## src/rtl/cla_div_pkg.sv

```systemverilog
// Shared types and constants for the CLA-based sequential divider.
// Slice width is fixed at 4 bits; operand widths must be a multiple of it.
package cla_div_pkg;

    typedef enum logic [1:0] {
        IDLE,
        CALC,
        DONE
    } state_t;

    localparam int SLICE_W = 4;

    function automatic int slice_cnt(input int w);
        return w / SLICE_W;
    endfunction

endpackage

```

## src/rtl/cla_subtractor.sv

```systemverilog
// WIDTH-bit a-b from chained 4-bit carry look-ahead slices.
// b is inverted and carry-in is 1; cout=1 means no borrow.
module cla_subtractor
    import cla_div_pkg::*;
#(
    parameter int WIDTH = 8
) (
    input  logic [WIDTH-1:0] a,
    input  logic [WIDTH-1:0] b,
    output logic [WIDTH-1:0] diff,
    output logic             cout
);

    localparam int NS = slice_cnt(WIDTH);

    logic [NS:0]      c;
    logic [WIDTH-1:0] bn;
    logic [WIDTH-1:0] g;
    logic [WIDTH-1:0] p;

    assign c[0] = 1'b1;
    assign bn   = ~b;
    assign g    = a & bn;
    assign p    = a ^ bn;

    for (genvar s = 0; s < NS; s++) begin : g_slice
        localparam int B = s * SLICE_W;
        logic [SLICE_W:0] k;

        assign k[0] = c[s];
        assign k[1] = g[B]
                    | (p[B] & c[s]);
        assign k[2] = g[B+1]
                    | (p[B+1] & g[B])
                    | (p[B+1] & p[B] & c[s]);
        assign k[3] = g[B+2]
                    | (p[B+2] & g[B+1])
                    | (p[B+2] & p[B+1] & g[B])
                    | (p[B+2] & p[B+1] & p[B] & c[s]);
        assign k[4] = g[B+3]
                    | (p[B+3] & g[B+2])
                    | (p[B+3] & p[B+2] & g[B+1])
                    | (p[B+3] & p[B+2] & p[B+1] & g[B])
                    | (p[B+3] & p[B+2] & p[B+1] & p[B] & c[s]);

        assign diff[B +: SLICE_W] = p[B +: SLICE_W] ^ k[SLICE_W-1:0];
        assign c[s+1] = k[SLICE_W];
    end

    assign cout = c[NS];

endmodule

```

## src/rtl/cla_seq_divider.sv

```systemverilog
// Restoring divider, one quotient bit per clock, start/done handshake.
// Define CLA_DIV_SIGNED_EN for two's-complement operands.
module cla_seq_divider
    import cla_div_pkg::*;
#(
    parameter  int WIDTH = 8,
    localparam int CNT_W = $clog2(WIDTH + 1)
) (
    input  logic             clk,
    input  logic             rst_n,
    input  logic             start,
    input  logic [WIDTH-1:0] dividend,
    input  logic [WIDTH-1:0] divisor,
    output logic             busy,
    output logic             done,
    output logic [WIDTH-1:0] quotient,
    output logic [WIDTH-1:0] remainder,
    output logic             div_by_zero
);

    state_t           state;
    state_t           nxt;
    logic [CNT_W-1:0] cnt;
    logic [WIDTH-1:0] dsr;
    logic [WIDTH-1:0] dvs;
    logic [WIDTH-1:0] rem;
    logic [WIDTH-1:0] qsr;

    logic [WIDTH:0]   shifted;
    logic [WIDTH-1:0] diff;
    logic             cout;
    logic             take;
    logic [WIDTH-1:0] rem_nxt;
    logic [WIDTH-1:0] q_nxt;
    logic [WIDTH-1:0] q_fin;
    logic [WIDTH-1:0] r_fin;
    logic [WIDTH-1:0] mag_a;
    logic [WIDTH-1:0] mag_b;
    logic             zero;
    logic             last;

    assign zero    = (divisor == '0);
    assign last    = (cnt == CNT_W'(1));
    assign shifted = {rem, dsr[WIDTH-1]};
    assign take    = shifted[WIDTH] | cout;
    assign rem_nxt = take ? diff : shifted[WIDTH-1:0];
    assign q_nxt   = {qsr[WIDTH-2:0], take};

    cla_subtractor #(
        .WIDTH (WIDTH)
    ) u_sub (
        .a    (shifted[WIDTH-1:0]),
        .b    (dvs),
        .diff (diff),
        .cout (cout)
    );

`ifdef CLA_DIV_SIGNED_EN
    logic neg_q;
    logic neg_r;

    // Magnitudes at acceptance; sign fix-up applied to the final step.
    always_comb begin
        mag_a = dividend[WIDTH-1] ? (~dividend + 1'b1) : dividend;
        mag_b = divisor[WIDTH-1] ? (~divisor + 1'b1) : divisor;
        q_fin = neg_q ? (~q_nxt + 1'b1) : q_nxt;
        r_fin = neg_r ? (~rem_nxt + 1'b1) : rem_nxt;
    end

    // Sign flags captured with the operands.
    always_ff @(posedge clk or negedge rst_n) begin
        if (!rst_n) begin
            neg_q <= 1'b0;
            neg_r <= 1'b0;
        end else if (state == IDLE && start) begin
            neg_q <= dividend[WIDTH-1] ^ divisor[WIDTH-1];
            neg_r <= dividend[WIDTH-1];
        end
    end
`else
    // Unsigned build passes values straight through.
    always_comb begin
        mag_a = dividend;
        mag_b = divisor;
        q_fin = q_nxt;
        r_fin = rem_nxt;
    end
`endif

    // State register.
    always_ff @(posedge clk or negedge rst_n) begin
        if (!rst_n) state <= IDLE;
        else        state <= nxt;
    end

    // Next-state logic.
    always_comb begin
        nxt = state;
        unique case (state)
            IDLE:    if (start) nxt = zero ? DONE : CALC;
            CALC:    if (last) nxt = DONE;
            DONE:    nxt = IDLE;
            default: nxt = IDLE;
        endcase
    end

    assign busy = (state != IDLE);
    assign done = (state == DONE);

    // Operand capture, iteration datapath and result registers.
    always_ff @(posedge clk or negedge rst_n) begin
        if (!rst_n) begin
            cnt         <= '0;
            dsr         <= '0;
            dvs         <= '0;
            rem         <= '0;
            qsr         <= '0;
            quotient    <= '0;
            remainder   <= '0;
            div_by_zero <= 1'b0;
        end else begin
            unique case (state)
                IDLE: begin
                    if (start && zero) begin
                        quotient    <= '1;
                        remainder   <= dividend;
                        div_by_zero <= 1'b1;
                    end else if (start) begin
                        dsr         <= mag_a;
                        dvs         <= mag_b;
                        rem         <= '0;
                        qsr         <= '0;
                        cnt         <= CNT_W'(WIDTH);
                        div_by_zero <= 1'b0;
                    end
                end
                CALC: begin
                    rem <= rem_nxt;
                    qsr <= q_nxt;
                    dsr <= {dsr[WIDTH-2:0], 1'b0};
                    cnt <= cnt - 1'b1;
                    if (last) begin
                        quotient  <= q_fin;
                        remainder <= r_fin;
                    end
                end
                default: ;
            endcase
        end
    end

endmodule

```

## config.mk

```make
export PLATFORM = sky130hd
export DESIGN_NAME = cla_seq_divider
export DESIGN_NICKNAME = d
export VERILOG_FILES = /design/src/rtl/cla_div_pkg.sv /design/src/rtl/cla_subtractor.sv /design/src/rtl/cla_seq_divider.sv
export SDC_FILE = /design/constraint.sdc
export NUM_CORES = 1
export LEC_CHECK = 0
export BUFFER_PORTS_ARGS = -buffer_cell sky130_fd_sc_hd__buf_2
export CORE_MARGIN = 1
export CORE_UTILIZATION = 45
export CTS_BUF_LIST = sky130_fd_sc_hd__clkbuf_8
export CTS_CLUSTER_DIAMETER = 40
export CTS_CLUSTER_SIZE = 24
export DETAILED_ROUTE_END_ITERATION = 6
export PLACE_DENSITY = 0.69
export SLEW_MARGIN = 40
export SYNTH_ARGS = -nofsm -noshare
export SYNTH_HDL_FRONTEND = slang
export SYNTH_SLANG_ARGS = --single-unit
export TNS_END_PERCENT = 5
```

## constraint.sdc

```tcl
create_clock -name clk -period 2.7 [get_ports clk]
set_input_delay 0.27 -clock clk [delete_from_list [all_inputs] [get_ports clk]]
set_output_delay 0.27 -clock clk [all_outputs]
set_load 0.01 [all_outputs]
```

### Word level (Yosys, flattened, before mapping)

Cells that the tools add are included.

| storage, ports and cells | value |
|---|---|
| output and inout bits | 19 |
| word-level logic and storage cells | 106 |
| input port bits | 19 |
| bits in registers | 54 |

| cells by class | value |
|---|---|
| mux-type cells | 23 |
| reductions and logical operators | 11 |
| bitwise operators | 55 |
| add/subtract/negate cells | 1 |
| equal/unequal tests | 7 |

Operator list:

| cell | count |
|---|---|
| $mux 8 | 9 |
| $pmux 8 s2 | 4 |
| $and 1x1->1 | 28 |
| $or 1x1->1 | 21 |
| $pmux 7 s2 | 1 |
| $reduce_and 3->1 | 3 |
| $and 8x8->8 | 1 |
| $logic_not 8->1 | 1 |
| $mux 4 | 2 |
| $ne 2x2->1 const B | 4 |
| $not 8->8 | 1 |
| $pmux 4 s2 | 1 |
| $xor 4x4->4 | 2 |
| $xor 8x8->8 | 1 |
| $mux 2 | 3 |
| $reduce_bool 2->1 | 3 |
| $eq 4x1->1 const B | 1 |
| $pmux 2 s2 | 1 |
| $reduce_and 2->1 | 2 |
| $sub 4x1->4 const B | 1 |
| $eq 2x1->1 const B | 1 |
| $eq 2x2->1 const B | 1 |
| $logic_not 2->1 | 1 |
| $mux 1 | 2 |
| other kinds (2) | 2 |

### Depth between registers and ports, before layout

| depth | value |
|---|---|
| depth in word-level cells | 13 |
| depth in mapped cells | 9 |
| gate-level depth less buffers | 9 |

### Cells and area by module

From an unflattened synthesis, not the netlist that was laid out.

| unflattened totals | value |
|---|---|
| cell total of the unflattened synthesis | 233 |
| area total of the unflattened synthesis | 2731.4 sq um |

Modules (own cells, without submodules):

| module | area an instance (sq um) | cells an instance | instances | seq. area each (sq um) |
|---|---|---|---|---|
| cla_seq_divider | 2407.3 | 189 | 1 | 1351.3 |
| cla_subtractor | 324.1 | 44 | 1 | 0.0 |

### Least setup slack after synthesis

OpenSTA, ideal clock, no wires.

| path | value |
|---|---|
| kind | reg-to-reg |
| start | register rem[6] |
| end | register remainder[0] |
| setup slack | 0.619 ns |
| library setup time | 0.087 ns |
| period minus slack after synthesis | 2.081 ns |
| data required time | 2.613 ns |
| data arrival time | 1.994 ns |
| stages on the path, launching flop included | 8 |
| buffers on the path | 1 |
| path through | dfrtp_1 -> ha_1 -> a211oi_1 -> o21ai_0 -> o21ba_1 -> buf_6 -> mux2_4 -> a211oi_2 |

| between the ends | value |
|---|---|
| cells in the longest elaborated chain, start to end | 10 |
| elaborated cells on any way between the ends | 17 |
| classes of those cells | mux: 3; bitwise: 14 |

Ends and longest elaborated chain:

| what | line | RTL |
|---|---|---|
| from (decl) | cla_seq_divider.sv:26 | `logic [WIDTH-1:0] rem;` |
| from (signal assigned) | cla_seq_divider.sv:138 | `rem <= rem_nxt;` |
| $xor 8x8->8 | cla_subtractor.sv:24 | `assign p = a ^ bn;` |
| $and 1x1->1 (on tied branches) | n/a |  |
| $or 1x1->1, or another cell as far along | cla_subtractor.sv:41 | `\| (p[B+3] & g[B+2])` |
| $or 1x1->1, or another cell as far along | cla_subtractor.sv:42 | `\| (p[B+3] & p[B+2] & g[B+1])` |
| $or 1x1->1 or $and 1x1->1 (tied branches) | cla_subtractor.sv:43, cla_subtractor.sv:44 |  |
| $or 1x1->1 * | cla_subtractor.sv:44 | `\| (p[B+3] & p[B+2] & p[B+1] & p[B] & c[s]);` |
| $or 1x1->1 * | cla_seq_divider.sv:45 | `assign take = shifted[WIDTH] \| cout;` |
| $mux 8 * | cla_seq_divider.sv:46 | `assign rem_nxt = take ? diff : shifted[WIDTH-1:0];` |
| $mux 8 * | cla_seq_divider.sv:142 | `if (last) begin` |
| $pmux 8 s2 * | cla_seq_divider.sv:122 | `unique case (state)` |
| to (signal assigned) | cla_seq_divider.sv:126 | `remainder <= dividend;` |
| to (signal assigned) | cla_seq_divider.sv:144 | `remainder <= r_fin;` |
| to (decl) | cla_seq_divider.sv:17 | `output logic [WIDTH-1:0] remainder,` |

Mark *: on every way between the ends. The rest lies on a longest branch, timed or not. The select of a mux whose other input is x is not followed.
A chain may end at the register's enable or synchronous reset.

### Worst setup path after layout

Ends and elaborated chain as after synthesis.

==> metrics <==
net total in the final layout=343; # resized after CTS=0; standard cell core area=5642 sq um; H-tree lvl count=2; Post-synth EDFFs=0; family with the most delay on the worst path=compound AO/OA/AOI/OAI gates; setup violators final=0; data arrival at the endpoint of the critical path=2.63 ns; clock latency of the later-clocked register in the worst-skew pair=0.31 ns; row count=27; DRC Markers=0; total power divided by cell area=1365 nW/um^2; final-layout fill cell count=495; clock-pin slew on the worst setup and hold paths=0.10 ns; fraction of final layout cells sized beyond drive strength 1=22.04%; TritonCTS sink count=54; Worst slew margin=64.44%; highest cell delay on the worst timing path=0.50 ns; CP Launch Type=register; worst setup skew after layout=0.005697 ns; final weighted congestion of routability-driven global placement=0.8055; starting density of the core=47.84%; most area-consuming cells after synthesis=sky130_fd_sc_hd__dfrtp_1, sky130_fd_sc_hd__nand2_1, sky130_fd_sc_hd__ha_1; clock tree from TritonCTS=built; average size of a mapped cell=9.996 sq um; worst-path cell chain=ha_1 > a211oi_1 > o21ai_0 > o21ba_1 > mux2_4 > a211oi_2; area of the mapped netlist=2699 sq um; per-cell routed wire length=14.46 microns; final sum of negative setup slack=0 ns; synthesized net count=301; biggest fanout along the worst timing path=8; highest achievable clock rate=416.5 MHz; static leakage=0.001516 uW; share of the synthesized area in the top cell type=50.07%; number of instances in the synthesized netlist=270; Worst setup EP type=register; wire length of the first global-routing pass=9204 microns; Slowest cell on crit path=sky130_fd_sc_hd__o21ba_1; required time of the critical path=2.93 ns; Least-Margin Pin Slew=0.5333 ns; drt first-iter violations=128; Top Ports=38; chip width=79.45 microns; maximum VDD drop=618.7 uV; number of max-capacitance violations reported=0; 1st-pass router iterations=4; final global-route overflow total=0; synth unique cells=48; sequential area share after synthesis=50.07%; overall global routing resource usage=19.22%; final count of pins violating max slew=0; async set-or-reset flop fraction in the synthesized netlist=100.0%; count of nets left with antenna violations after detail routing=0; largest buffer count on any clock path=2; Die Span Y=79.45 microns; Inst Count DP=376; final hold violation count=0; CTS Buf Count=5; maximum number of pins on one net before global-route repair=44; share of the clock period used by the worst path=88.92%; start-to-end type of the worst setup path=reg2reg; Routed Wire Length=5566 microns; vias in the first global route=1,895; clock root cell=sky130_fd_sc_hd__clkbuf_8; Syn. warnings=0; number of standard cells in the final layout excluding fillers=385; result of the run=finished, final reports clean; FF+latch count, synth=54; Final min period=2.401 ns; Detail Placement HPWL=3985 microns; number of buffers added on ports=37; leading register cell type out of synthesis=sky130_fd_sc_hd__dfrtp_1; cell type contributing the most total cell area after synthesis=sky130_fd_sc_hd__dfrtp_1; area added between synthesis and finish=15.07%; type of the most critical hold path=in2reg; die footprint=6312 sq um; Vias per Instance=5.371; RSZ-0062 raised after global routing=no; Crit path buffers/inverters=0; ANT cells=0; antenna violations before repair=0; via count=2,068
metal layers:
| layer | up-vias | global-route usage, % | part of all wire, % |
|---|---|---|---|
| met2 | 41 | 30.26 | 47 |
| met4 | 0 | 6.545 | 1.5 |
| met3 | 6 | 3.086 | 3.4 |
| li1 | 1020 | - | - |
| met1 | 1001 | 26.83 | 48 |
| met5 | - | 0 | 0 |
through the flow:
stage / worst slack (ns) / util (%) / hold WS (ns) / cell area, sq um / power [uW]
after floorplan: 0.6190 / - / -0.02559 / 2699 / 3167
after global routing: 0.1223 / 55.05 / 0.1815 / 3105 / 4611
final: 0.2992 / 55.05 / 0.1687 / 3105 / 4238
after global placement: 0.3834 / 52.76 / 0.4601 / 2977 / 3647
after CTS: 0.2753 / 55.05 / 0.1631 / 3105 / 4284
after detailed placement: 0.2948 / 52.81 / 0.2922 / 2979 / 3706
cells by family (layout without fill, tap and decap cells):
| kind of cell | count (synthesis) | count (layout) | share of synthesized area (%) |
|---|---|---|---|
| compound gates | 66 | 66 | 17.94 |
| xor+xnor | 4 | 4 | 1.298 |
| fa+ha+maj | 12 | 12 | 5.841 |
| buf+inv | 29 | 72 | 4.775 |
| flops | 54 | 54 | 50.07 |
| mux | 10 | 10 | 4.497 |
| simple gates | 95 | 95 | 15.58 |
synth_stat cells, types with 2 or more instances:
cell,number
sky130_fd_sc_hd__xnor2_1,2
sky130_fd_sc_hd__nand3_1,6
sky130_fd_sc_hd__o21ai_1,3
sky130_fd_sc_hd__mux2_1,4
sky130_fd_sc_hd__xor2_1,2
sky130_fd_sc_hd__nand2_1,59
sky130_fd_sc_hd__and2_1,3
sky130_fd_sc_hd__a21oi_1,11
sky130_fd_sc_hd__buf_2,4
sky130_fd_sc_hd__or2_2,2
sky130_fd_sc_hd__nor3_1,2
sky130_fd_sc_hd__a31oi_1,4
sky130_fd_sc_hd__o21ai_0,10
sky130_fd_sc_hd__or3_1,2
sky130_fd_sc_hd__inv_1,17
sky130_fd_sc_hd__nand2b_1,2
sky130_fd_sc_hd__nor4_2,2
sky130_fd_sc_hd__nor2_1,13
sky130_fd_sc_hd__dfrtp_1,54
sky130_fd_sc_hd__clkbuf_1,5
sky130_fd_sc_hd__o211ai_1,2
sky130_fd_sc_hd__mux2_4,3
sky130_fd_sc_hd__nor3b_1,2
sky130_fd_sc_hd__o22a_1,8
sky130_fd_sc_hd__a21o_1,5
sky130_fd_sc_hd__mux2i_1,2
sky130_fd_sc_hd__buf_4,2
sky130_fd_sc_hd__ha_1,11
sky130_fd_sc_hd__a22o_1,9
cell type report:
| type | count | area, sq um | area share, % |
|---|---|---|---|
| sequential | 54 | 1351 | 43.51 |
| multi-input combinational | 187 | 1219 | 39.24 |
| timing repair buffer | 47 | 265.3 | 8.541 |
| tap | 72 | 90.09 | 2.901 |
| clock buffer | 5 | 68.82 | 2.216 |
| inverter | 17 | 63.81 | 2.055 |
| clock inverter | 3 | 47.55 | 1.531 |
tightest hold or removal path, delay by kind of cell:
kind,cells,cell delay (ns)
and+or+nand+nor,2,0.08
buffers and inverters,1,0.09
power breakdown:
part | total [uW] | switching, uW | internal [uW]
combinational | 2230 | 1190 | 1040
clock | 562 | 279 | 283
sequential | 1450 | 255 | 1190
total | 4240 | 1720 | 2520
cells in the final DEF, fill, tap and decap left out, types with 2 or more instances in the layout:
| master | instances |
|---|---|
| sky130_fd_sc_hd__or3_1 | 2 |
| sky130_fd_sc_hd__a21oi_1 | 11 |
| sky130_fd_sc_hd__buf_2 | 36 |
| sky130_fd_sc_hd__inv_1 | 17 |
| sky130_fd_sc_hd__xor2_1 | 2 |
| sky130_fd_sc_hd__or2_2 | 2 |
| sky130_fd_sc_hd__mux2_4 | 3 |
| sky130_fd_sc_hd__nor4_2 | 2 |
| sky130_fd_sc_hd__o21ai_1 | 3 |
| sky130_fd_sc_hd__mux2i_1 | 2 |
| sky130_fd_sc_hd__a31oi_1 | 4 |
| sky130_fd_sc_hd__clkbuf_8 | 5 |
| sky130_fd_sc_hd__xnor2_1 | 2 |
| sky130_fd_sc_hd__mux2_1 | 4 |
| sky130_fd_sc_hd__nor3b_1 | 2 |
| sky130_fd_sc_hd__nand2_1 | 59 |
| sky130_fd_sc_hd__nor3_1 | 2 |
| sky130_fd_sc_hd__and2_1 | 3 |
| sky130_fd_sc_hd__inv_6 | 2 |
| sky130_fd_sc_hd__nor2_1 | 13 |
| sky130_fd_sc_hd__nand3_1 | 6 |
| sky130_fd_sc_hd__buf_4 | 10 |
| sky130_fd_sc_hd__o22a_1 | 8 |
| sky130_fd_sc_hd__a22o_1 | 9 |
| sky130_fd_sc_hd__o211ai_1 | 2 |
| sky130_fd_sc_hd__ha_1 | 11 |
| sky130_fd_sc_hd__o21ai_0 | 10 |
| sky130_fd_sc_hd__dfrtp_1 | 54 |
| sky130_fd_sc_hd__a21o_1 | 5 |
| sky130_fd_sc_hd__nand2b_1 | 2 |
worst paths after layout:
check / from / to / slack (ns) / cells after the start
max: rem[6] / remainder[0] / 0.30 / 6
min: divisor[1] / dvs[1] / 0.17 / 3
max reg2reg: rem[6] / remainder[0] / 0.30 / 6
min reg2reg: dvs[1] / dvs[1] / 0.48 / 2
max in group asynchronous: rst_n / rem[4] / 1.70 / 3
min in group asynchronous: rst_n / dvs[5] / 0.48 / 2
sequential cells by signal (all words and copies together), names as in the netlist:
| signal | count |
|---|---|
| dsr | 8 |
| dvs | 8 |
| quotient | 8 |
| rem | 8 |
| remainder | 8 |
| qsr | 7 |
| cnt | 4 |
| state | 2 |
| div_by_zero | 1 |
timing repair:
action                    4_1_cts  5_1_grt
buffers inserted                0        0
hold endpoints to repair       41        0
hold buffers                    1        0
(Power assumes the default switching activity.)
